File: src/rtl/uart_tx.sv
// uart_tx: serial UART transmitter.
// Sends one latched byte as start bit, LSB-first data bits, optional parity
// bit and stop bit. Each bit lasts P CLK cycles, where P is the latched Prescale
// value with 0 treated as 1. TX_OUT and BUSY come straight from flops, so the
// line never glitches and no input reaches an output combinationally.
module uart_tx #(
    parameter int DATA_WIDTH    = 8,
    parameter int PRESCALE_BITS = 5,
    parameter int CNT_BITS      = 4
) (
    input  logic                     CLK,
    input  logic                     RST,
    input  logic [DATA_WIDTH-1:0]    P_DATA,
    input  logic                     DATA_VALID,
    input  logic [PRESCALE_BITS-1:0] Prescale,
    input  logic                     PAR_EN,
    input  logic                     PAR_TYP,
    output logic                     TX_OUT,
    output logic                     BUSY
);

    typedef enum logic [2:0] {
        IDLE,
        START,
        DATA,
        PARITY,
        STOP
    } state_t;

    state_t                   state_q, state_d;
    logic [PRESCALE_BITS-1:0] presc_cnt_q, presc_cnt_d;
    logic [CNT_BITS-1:0]      bit_idx_q, bit_idx_d;
    logic                     tx_q, tx_d;
    logic                     busy_q, busy_d;

    // Copies of the frame inputs, taken on the accepting edge. They are the
    // only source of frame data and configuration until the frame ends.
    logic [DATA_WIDTH-1:0]    data_q;
    logic [PRESCALE_BITS-1:0] last_q;      // P-1, with Prescale 0 folded to P = 1
    logic                     par_en_q;
    logic                     par_typ_q;

    logic                     load;
    logic                     bit_done;
    logic                     parity_bit;
    logic [PRESCALE_BITS-1:0] prescale_last;
    logic [DATA_WIDTH-1:0]    data_shift;

    assign prescale_last = (Prescale == '0) ? '0 : Prescale - 1'b1;
    assign bit_done      = (presc_cnt_q == last_q);
    assign parity_bit    = (^data_q) ^ par_typ_q;
    assign data_shift    = data_q >> bit_idx_d;

    assign TX_OUT = tx_q;
    assign BUSY   = busy_q;

    // Next-state, counter and registered-output values for the frame FSM.
    always_comb begin
        // NOTE: every signal written here gets a default first; a path that
        // skips an assignment would otherwise infer a latch.
        state_d     = state_q;
        presc_cnt_d = presc_cnt_q;
        bit_idx_d   = bit_idx_q;
        load        = 1'b0;
        tx_d        = 1'b1;
        busy_d      = 1'b0;

        if (state_q != IDLE) begin
            presc_cnt_d = bit_done ? '0 : presc_cnt_q + 1'b1;
        end

        case (state_q)
            IDLE: begin
                if (DATA_VALID) begin
                    load        = 1'b1;
                    state_d     = START;
                    presc_cnt_d = '0;
                    bit_idx_d   = '0;
                end
            end
            START: begin
                if (bit_done) begin
                    state_d   = DATA;
                    bit_idx_d = '0;
                end
            end
            DATA: begin
                if (bit_done) begin
                    if (bit_idx_q == CNT_BITS'(DATA_WIDTH - 1)) begin
                        state_d = par_en_q ? PARITY : STOP;
                    end else begin
                        bit_idx_d = bit_idx_q + 1'b1;
                    end
                end
            end
            PARITY: begin
                if (bit_done) begin
                    state_d = STOP;
                end
            end
            STOP: begin
                if (bit_done) begin
                    state_d = IDLE;
                end
            end
            default: state_d = IDLE;
        endcase

        // The line level is a function of the state being entered, so the
        // registered TX_OUT changes on exactly the edge that starts each bit.
        case (state_d)
            IDLE:    tx_d = 1'b1;
            START:   tx_d = 1'b0;
            DATA:    tx_d = data_shift[0];
            PARITY:  tx_d = parity_bit;
            STOP:    tx_d = 1'b1;
            default: tx_d = 1'b1;
        endcase
        busy_d = (state_d != IDLE);
    end

    // State register, bit/prescale counters and registered outputs.
    always_ff @(posedge CLK or posedge RST) begin
        if (RST) begin
            state_q     <= IDLE;
            presc_cnt_q <= '0;
            bit_idx_q   <= '0;
            tx_q        <= 1'b1;
            busy_q      <= 1'b0;
        end else begin
            // NOTE: sequential state uses non-blocking assignments so every
            // flop samples pre-edge values regardless of statement order.
            state_q     <= state_d;
            presc_cnt_q <= presc_cnt_d;
            bit_idx_q   <= bit_idx_d;
            tx_q        <= tx_d;
            busy_q      <= busy_d;
        end
    end

    // Holding registers: capture the frame inputs on the accepting edge only.
    always_ff @(posedge CLK or posedge RST) begin
        if (RST) begin
            // NOTE: the holding registers are cleared too, so a frame aborted
            // by reset leaves no stale data or configuration behind.
            data_q    <= '0;
            last_q    <= '0;
            par_en_q  <= 1'b0;
            par_typ_q <= 1'b0;
        end else if (load) begin
            data_q    <= P_DATA;
            last_q    <= prescale_last;
            par_en_q  <= PAR_EN;
            par_typ_q <= PAR_TYP;
        end
    end

endmodule
File: config.mk
export PLATFORM = sky130hd
export DESIGN_NAME = uart_tx
export DESIGN_NICKNAME = d
export VERILOG_FILES = /design/src/rtl/uart_tx.sv
export SDC_FILE = /design/constraint.sdc
export NUM_CORES = 1
export LEC_CHECK = 0
export CAP_MARGIN = 10
export CORE_AREA = 2 2 84 86
export DETAILED_ROUTE_END_ITERATION = 10
export DIE_AREA = 0 0 86 88
export HOLD_SLACK_MARGIN = 0.06
export SLEW_MARGIN = 30
export SYNTH_ARGS = -nofsm -noshare
export SYNTH_HDL_FRONTEND = slang
export SYNTH_SLANG_ARGS = --single-unit
File: constraint.sdc
create_clock -name CLK -period 1.93 [get_ports CLK]
set_input_delay 0.386 -clock CLK [delete_from_list [all_inputs] [get_ports CLK]]
set_output_delay 0.386 -clock CLK [all_outputs]
set_load 0.01 [all_outputs]
# Word-level counts from Yosys, hierarchy flattened
# Cells that the tools add are included.
[totals]
register_bits = 29
out_inout_bits = 2
in_bits = 18
[op_classes]
eq_ne = 9
shifts = 1
add_sub_neg = 3
n_mux = 21
bitwise_logic = 1
n_reduce_logical = 5
[ops]
columns = ["operator", "n"]
rows = [
  ["$mux W5", 5],
  ["$mux W3", 7],
  ["$mux W4", 4],
  ["$pmux W3 S5", 1],
  ["$eq A3 B2 Y1 const B", 4],
  ["$pmux W4 S3", 1],
  ["$reduce_xor A8 Y1", 1],
  ["$shr A8 B4 Y1", 1],
  ["$eq A3 B1 Y1 const B", 2],
  ["$reduce_bool A3 Y1", 2],
  ["$add A5 B1 Y5 const B", 1],
  ["$eq A5 B5 Y1", 1],
  ["$logic_not A5 Y1", 1],
  ["$sub A5 B1 Y5 const B", 1],
  ["$add A4 B1 Y4 const B", 1],
  ["$eq A4 B3 Y1 const B", 1],
  ["$eq A3 B3 Y1 const B", 1],
  ["$logic_not A3 Y1", 1],
  ["$pmux W1 S3", 1],
  ["$mux W1", 2],
  ["$xor A1 B1 Y1", 1],
]

# Logic depth before layout (Yosys ltp)
# Gate-level depths: netlist of the first run.
[depth]
word_depth = 6
ltp_mapped = 10
mapped_depth_nobuf = 9

# Least setup slack after synthesis of the first run
# OpenSTA, ideal clock, no wires.
[synth_timing]
kind = "register to register"
from = "register presc_cnt_q[1]"
to = "register tx_q (netlist: TX_OUT)"
slack_ps = -38
period_less_slack_ps = 1968
setup_time_ps = 81
arrival_time_ps = 1887
stages_incl_launch_ff = 10
path_buffers = 1
required_ps = 1849
cell_sequence = "dfrtp_1 xnor2_1 nand3_2 o311a_1 a211o_1 buf_6 mux2i_1 mux2i_1 a31oi_1 nand2_1"
[synth_via]
elab_chain_cells = 5
elab_cells_between_ends = 14
classes_between = "4 x eq/ne; 1 x shift; 9 x mux"
[synth_lines]
columns = ["element", "line_no", "source"]
rows = [
  ["start: declaration", "31", "logic [PRESCALE_BITS-1:0] presc_cnt_q, presc_cnt_d;"],
  ["start signal: assignment", "134", "presc_cnt_q <= presc_cnt_d;"],
  ["$eq A5 B5 Y1 (*)", "50", "assign bit_done = (presc_cnt_q == last_q);"],
  ["$mux W4 (on tied branches)", "88, 82", ""],
  ["$pmux W4 S3 (*)", "72", "case (state_q)"],
  ["named net bit_idx_d[0]", "32", "logic [CNT_BITS-1:0] bit_idx_q, bit_idx_d;"],
  ["$shr A8 B4 Y1 (*)", "52", "assign data_shift = data_q >> bit_idx_d;"],
  ["$pmux W1 S3 (*)", "111", "case (state_d)"],
  ["named net tx_d", "33", "logic tx_q, tx_d;"],
  ["end signal: assignment", "136", "tx_q <= tx_d;"],
  ["end: declaration", "33", ""],
]
# The timed path passes the listed nets; every way through them passes the cells marked *.
# A chain may end at the register's enable or synchronous reset.

# Worst setup path after layout of the first run
[layout_timing]
from = "register last_q[3]"
to = "register tx_q (netlist: TX_OUT)"
[layout_via]
elab_chain_cells = 5
elab_cells_between_ends = 14
classes_between = "4 x eq/ne; 1 x shift; 9 x mux"
[layout_lines]
columns = ["element", "line_no", "source"]
rows = [
  ["start: declaration", "39", "logic [PRESCALE_BITS-1:0] last_q;"],
  ["start signal: assignment", "152", "last_q <= prescale_last;"],
  ["$eq A5 B5 Y1 (*)", "50", ""],
  ["$mux W4, or another cell as far along", "88", "if (bit_done) begin"],
  ["$pmux W4 S3 or $pmux W3 S5 (tied branches)", "72", ""],
  ["$shr A8 B4 Y1, or another cell as far along", "52", ""],
  ["$pmux W1 S3 (*)", "111", ""],
  ["named net tx_d", "33", ""],
]
# Marked as above.

==> results.py, run 1 <==
metrics = {
    "status": {
        "status": "finished with violations",
        "violations": "setup timing",
    },
    "setup_path": {
        "cpMaxStageDelayCell": "dfrtp_1",
        "critical_path.cell_chain": "xnor2_1 > nand2_2 > o31a_1 > a211o_4 > mux2i_1 > mux2i_1 > a31oi_1 > nand2_1",
        "max_stage_delay_ps": 390,
        "required_ps": 2140,
        "path_max_fanout": 8,
        "path_buf_inv": 0,
        "setup.worst_path.end_class": "flip-flop",
        "crit_cells": 8,
        "crit_top_cell": "mux2i_1",
        "cp.arrival_ps": 2170,
        "crit_family": "compound AO/OA/AOI/OAI gates",
        "crit_type": "flip-flop to flip-flop",
        "cp-start-kind": "flip-flop",
        "r2r_cells": 8,
    },
    "clocking": {
        "clk_pin_slew_ps": 60,
        "clock-root-buffer": "clkbuf_8",
        "cts_tree": "done",
        "cts_made_buffers": 5,
        "worstSkewPairLatency_ps": 280,
        "cts_max_level": 2,
        "clockBufferDepth": 2,
        "cts.sinks": 29,
    },
    "routing": {
        "routedWlPerCell_um": 11.8,
        "drtIter0Drc": 51,
        "via_per_inst": 4.51,
        "routed_wl_um": 3480,
        "vias": 1331,
        "drc_errors": 0,
        "drt_pass1_iterations": 4,
        "ant_nets": 0,
    },
    "logic_synthesis": {
        "avgSynthCellArea_sq_um": 10.2,
        "yosys_most_used_dff": "dfrtp_1",
        "ys_ff_latch": 29,
        "seq_area_frac_synth": 0.452,
        "synth_area_sq_um": 1610,
        "ys_warn_count": 0,
        "synthCells": 158,
        "synthArstFlopShare": 1.00,
        "synth_edf_count": 0,
        "ys_types": 39,
        "synth_nets": 179,
    },
    "placed_design": {
        "portBuffers": 19,
        "place.gp.congestion": 0.829,
        "dpl_cell_area_sq_um": 2110,
        "dp_hpwl_um": 2640,
    },
    "sta": {
        "tightest_slew_ps": 556,
        "final_hold_viol_count": 0,
        "drv_slew": 0,
        "fin_tns_setup_ps": -33.2,
        "worst_hold_slack_ps": 481,
        "period_share": 1.02,
        "fmax_mhz": 509,
        "slew_headroom": 0.628,
        "rsz0062_at_grt": "true",
        "clock_skew_ps": 5.77,
        "fin_ws_ps": -33.2,
        "min_period_ps": 1960,
        "setup_viol": 1,
    },
    "finish": {
        "n_antenna_cell": 0,
        "nNetsFinal": 235,
        "drive_gt1_frac": 0.302,
        "design_area_sq_um": 2290,
        "fillerInstances": 670,
        "syn2layout_area_growth_pct": 42.4,
    },
    "die": {
        "start_util": 0.242,
        "rows": 30,
        "die_y_um": 88,
        "die-area_sq_um": 7570,
        "coreArea_sq_um": 6640,
        "ios": 20,
        "die_width_um": 86,
    },
    "global_route": {
        "grtUsageTotal": 0.103,
        "grt_max_degree": 30,
        "globalRouteOverflowTotal": 0,
        "antenna_found_initial": 0,
        "first_global_vias": 1293,
        "grt_pass1_wl_um": 5980,
    },
    "pwr": {
        "power.density_nw_per_um2": 1670,
        "irDropWorstVdd_uv": 712,
        "leakagePower_uw": 0.000983,
    },
    "worst_hold_path": {
        "hp-class": "primary input to asynchronous set/reset pin",
    },
    "job": {
        "maxCapViolations": 0,
    },
}
[per-layer routing]
metal / global-route usage / wire length (um) / up-vias
met3: 0.0302 / 137 / 7
li1: - / - / 677
met4: 0.0476 / 71 / 0
met5: 0 / 0 / -
met1: 0.131 / 1600 / 629
met2: 0.162 / 1670 / 18
[layout make-up]
| type | instances | area [sq um] | share of cell area |
|---|---|---|---|
| timing repair buffer | 53 | 445 | 0.195 |
| sequential | 29 | 727 | 0.318 |
| multi-input combinational | 118 | 872 | 0.381 |
| inverter | 7 | 26.3 | 0.0115 |
| tap | 80 | 100 | 0.0438 |
| clock inverter | 1 | 30.0 | 0.0131 |
| clock buffer | 7 | 86.3 | 0.0377 |
[synth_stat cells (2+ instances only)]
cell type	number	area share
o21ai_0	12	0.037
xnor2_1	12	0.065
nand3_1	4	0.012
mux2i_1	6	0.037
nand3b_1	3	0.014
nand2b_1	2	0.0078
a21oi_1	2	0.0062
dfrtp_1	28	0.44
inv_1	7	0.016
nor2_1	14	0.033
nand4_1	2	0.0078
or3_1	4	0.016
nor3_1	4	0.012
mux2_2	11	0.077
nand2_1	13	0.030
clkbuf_1	2	0.0047
a31oi_1	2	0.0078
ha_1	3	0.023
xor2_1	5	0.027
o31ai_1	2	0.0093
a32o_1	2	0.012
[state kept, by name, summed over array words and instances, names as in the netlist]
name and flops:
BUSY 1, TX_OUT 1, bit_idx_q 4, last_q 5
presc_cnt_q 5, data_q 8, state_q 3, par_en_q 1
par_typ_q 1
[power by group]
group	leakage (uW)	switching, uW	internal (uW)	total (uW)
combinational	0.000563	943	1130	2070
sequential	0.000361	216	879	1090
clock	0.0000585	225	420	646
[worst paths after layout]
kind / start / to / slack [ps]
min in group CLK: last_q[3] / last_q[3] / 510
max in group asynchronous: RST / TX_OUT / 1140
hold / removal: RST / state_q[2] / 480
hold reg to reg: last_q[3] / last_q[3] / 510
setup / recovery: last_q[3] / TX_OUT / -30
setup reg to reg: last_q[3] / TX_OUT / -30
[cell families after synthesis]
group,after synthesis,share of synthesized area
compound gates,29,0.123
buf+inv,11,0.0312
flops,29,0.452
xor+xnor,17,0.0927
mux,17,0.114
fa+ha+maj,3,0.0234
simple gates,52,0.163
[stage by stage]
step	worst slack, ps	std cells	total power [uW]	utilization
global route	-212	295	4130	0.344
detailed placement	-179	285	3060	0.318
finish	-33.2	295	3810	0.344
floorplan	9.32	158	2360	-
CTS	-61.2	294	3770	0.338
global placement	-146	285	3030	0.318
[cells in the final DEF (no fill, tap or decap), drive strengths merged]
master	instances
buf	34
bufinv	1
xor2	5
clkbuf	7
nor4	1
mux2	11
a211o	1
o21ai	12
nand4	2
o31ai	2
ha	3
dfrtp	28
nand3b	3
o31a	2
o21bai	1
nor2	14
clkdlybuf4s50	19
a32o	2
xnor2	12
o32ai	1
a21oi	2
nor3b	1
nand2b	2
nor3	4
nand3	5
or2	1
o311ai	1
inv	7
dfstp	1
o311a	1
a31oi	2
nand2	14
mux2i	6
or3	4
o211ai	1
nor2b	1
a221o	1
[worst register-to-register path: stages (launching register included)]
cell and delay, ps:
dfrtp_1 390, xnor2_1 180, nand2_2 140, o31a_1 360, a211o_4 380, mux2i_1 160, mux2i_1 90, a31oi_1 130
nand2_1 60
[what timing repair did]
action | CTS | global route
gates resized for setup | 1 | 7
hold buffers | 0 | 0
setup buffers | 1 | 1
setup endpoints to repair | 1 | 3
pin swaps | 4 | 2
cloned | 0 | 0
endpoints found under the hold margin | 0 | 0
Note: power is estimated with default switching activity, not from simulation.
==> run 2: changes to the inputs <==
- HOLD_SLACK_MARGIN: 0.06 -> not set
==> results of run 2 <==
Final layout, timing and power as in run 1 (identical DEF).
==> run 3: changes to the inputs <==
- HOLD_SLACK_MARGIN: not set -> 0.05
==> results of run 3 <==
Final layout, timing and power as in run 1 (identical DEF).
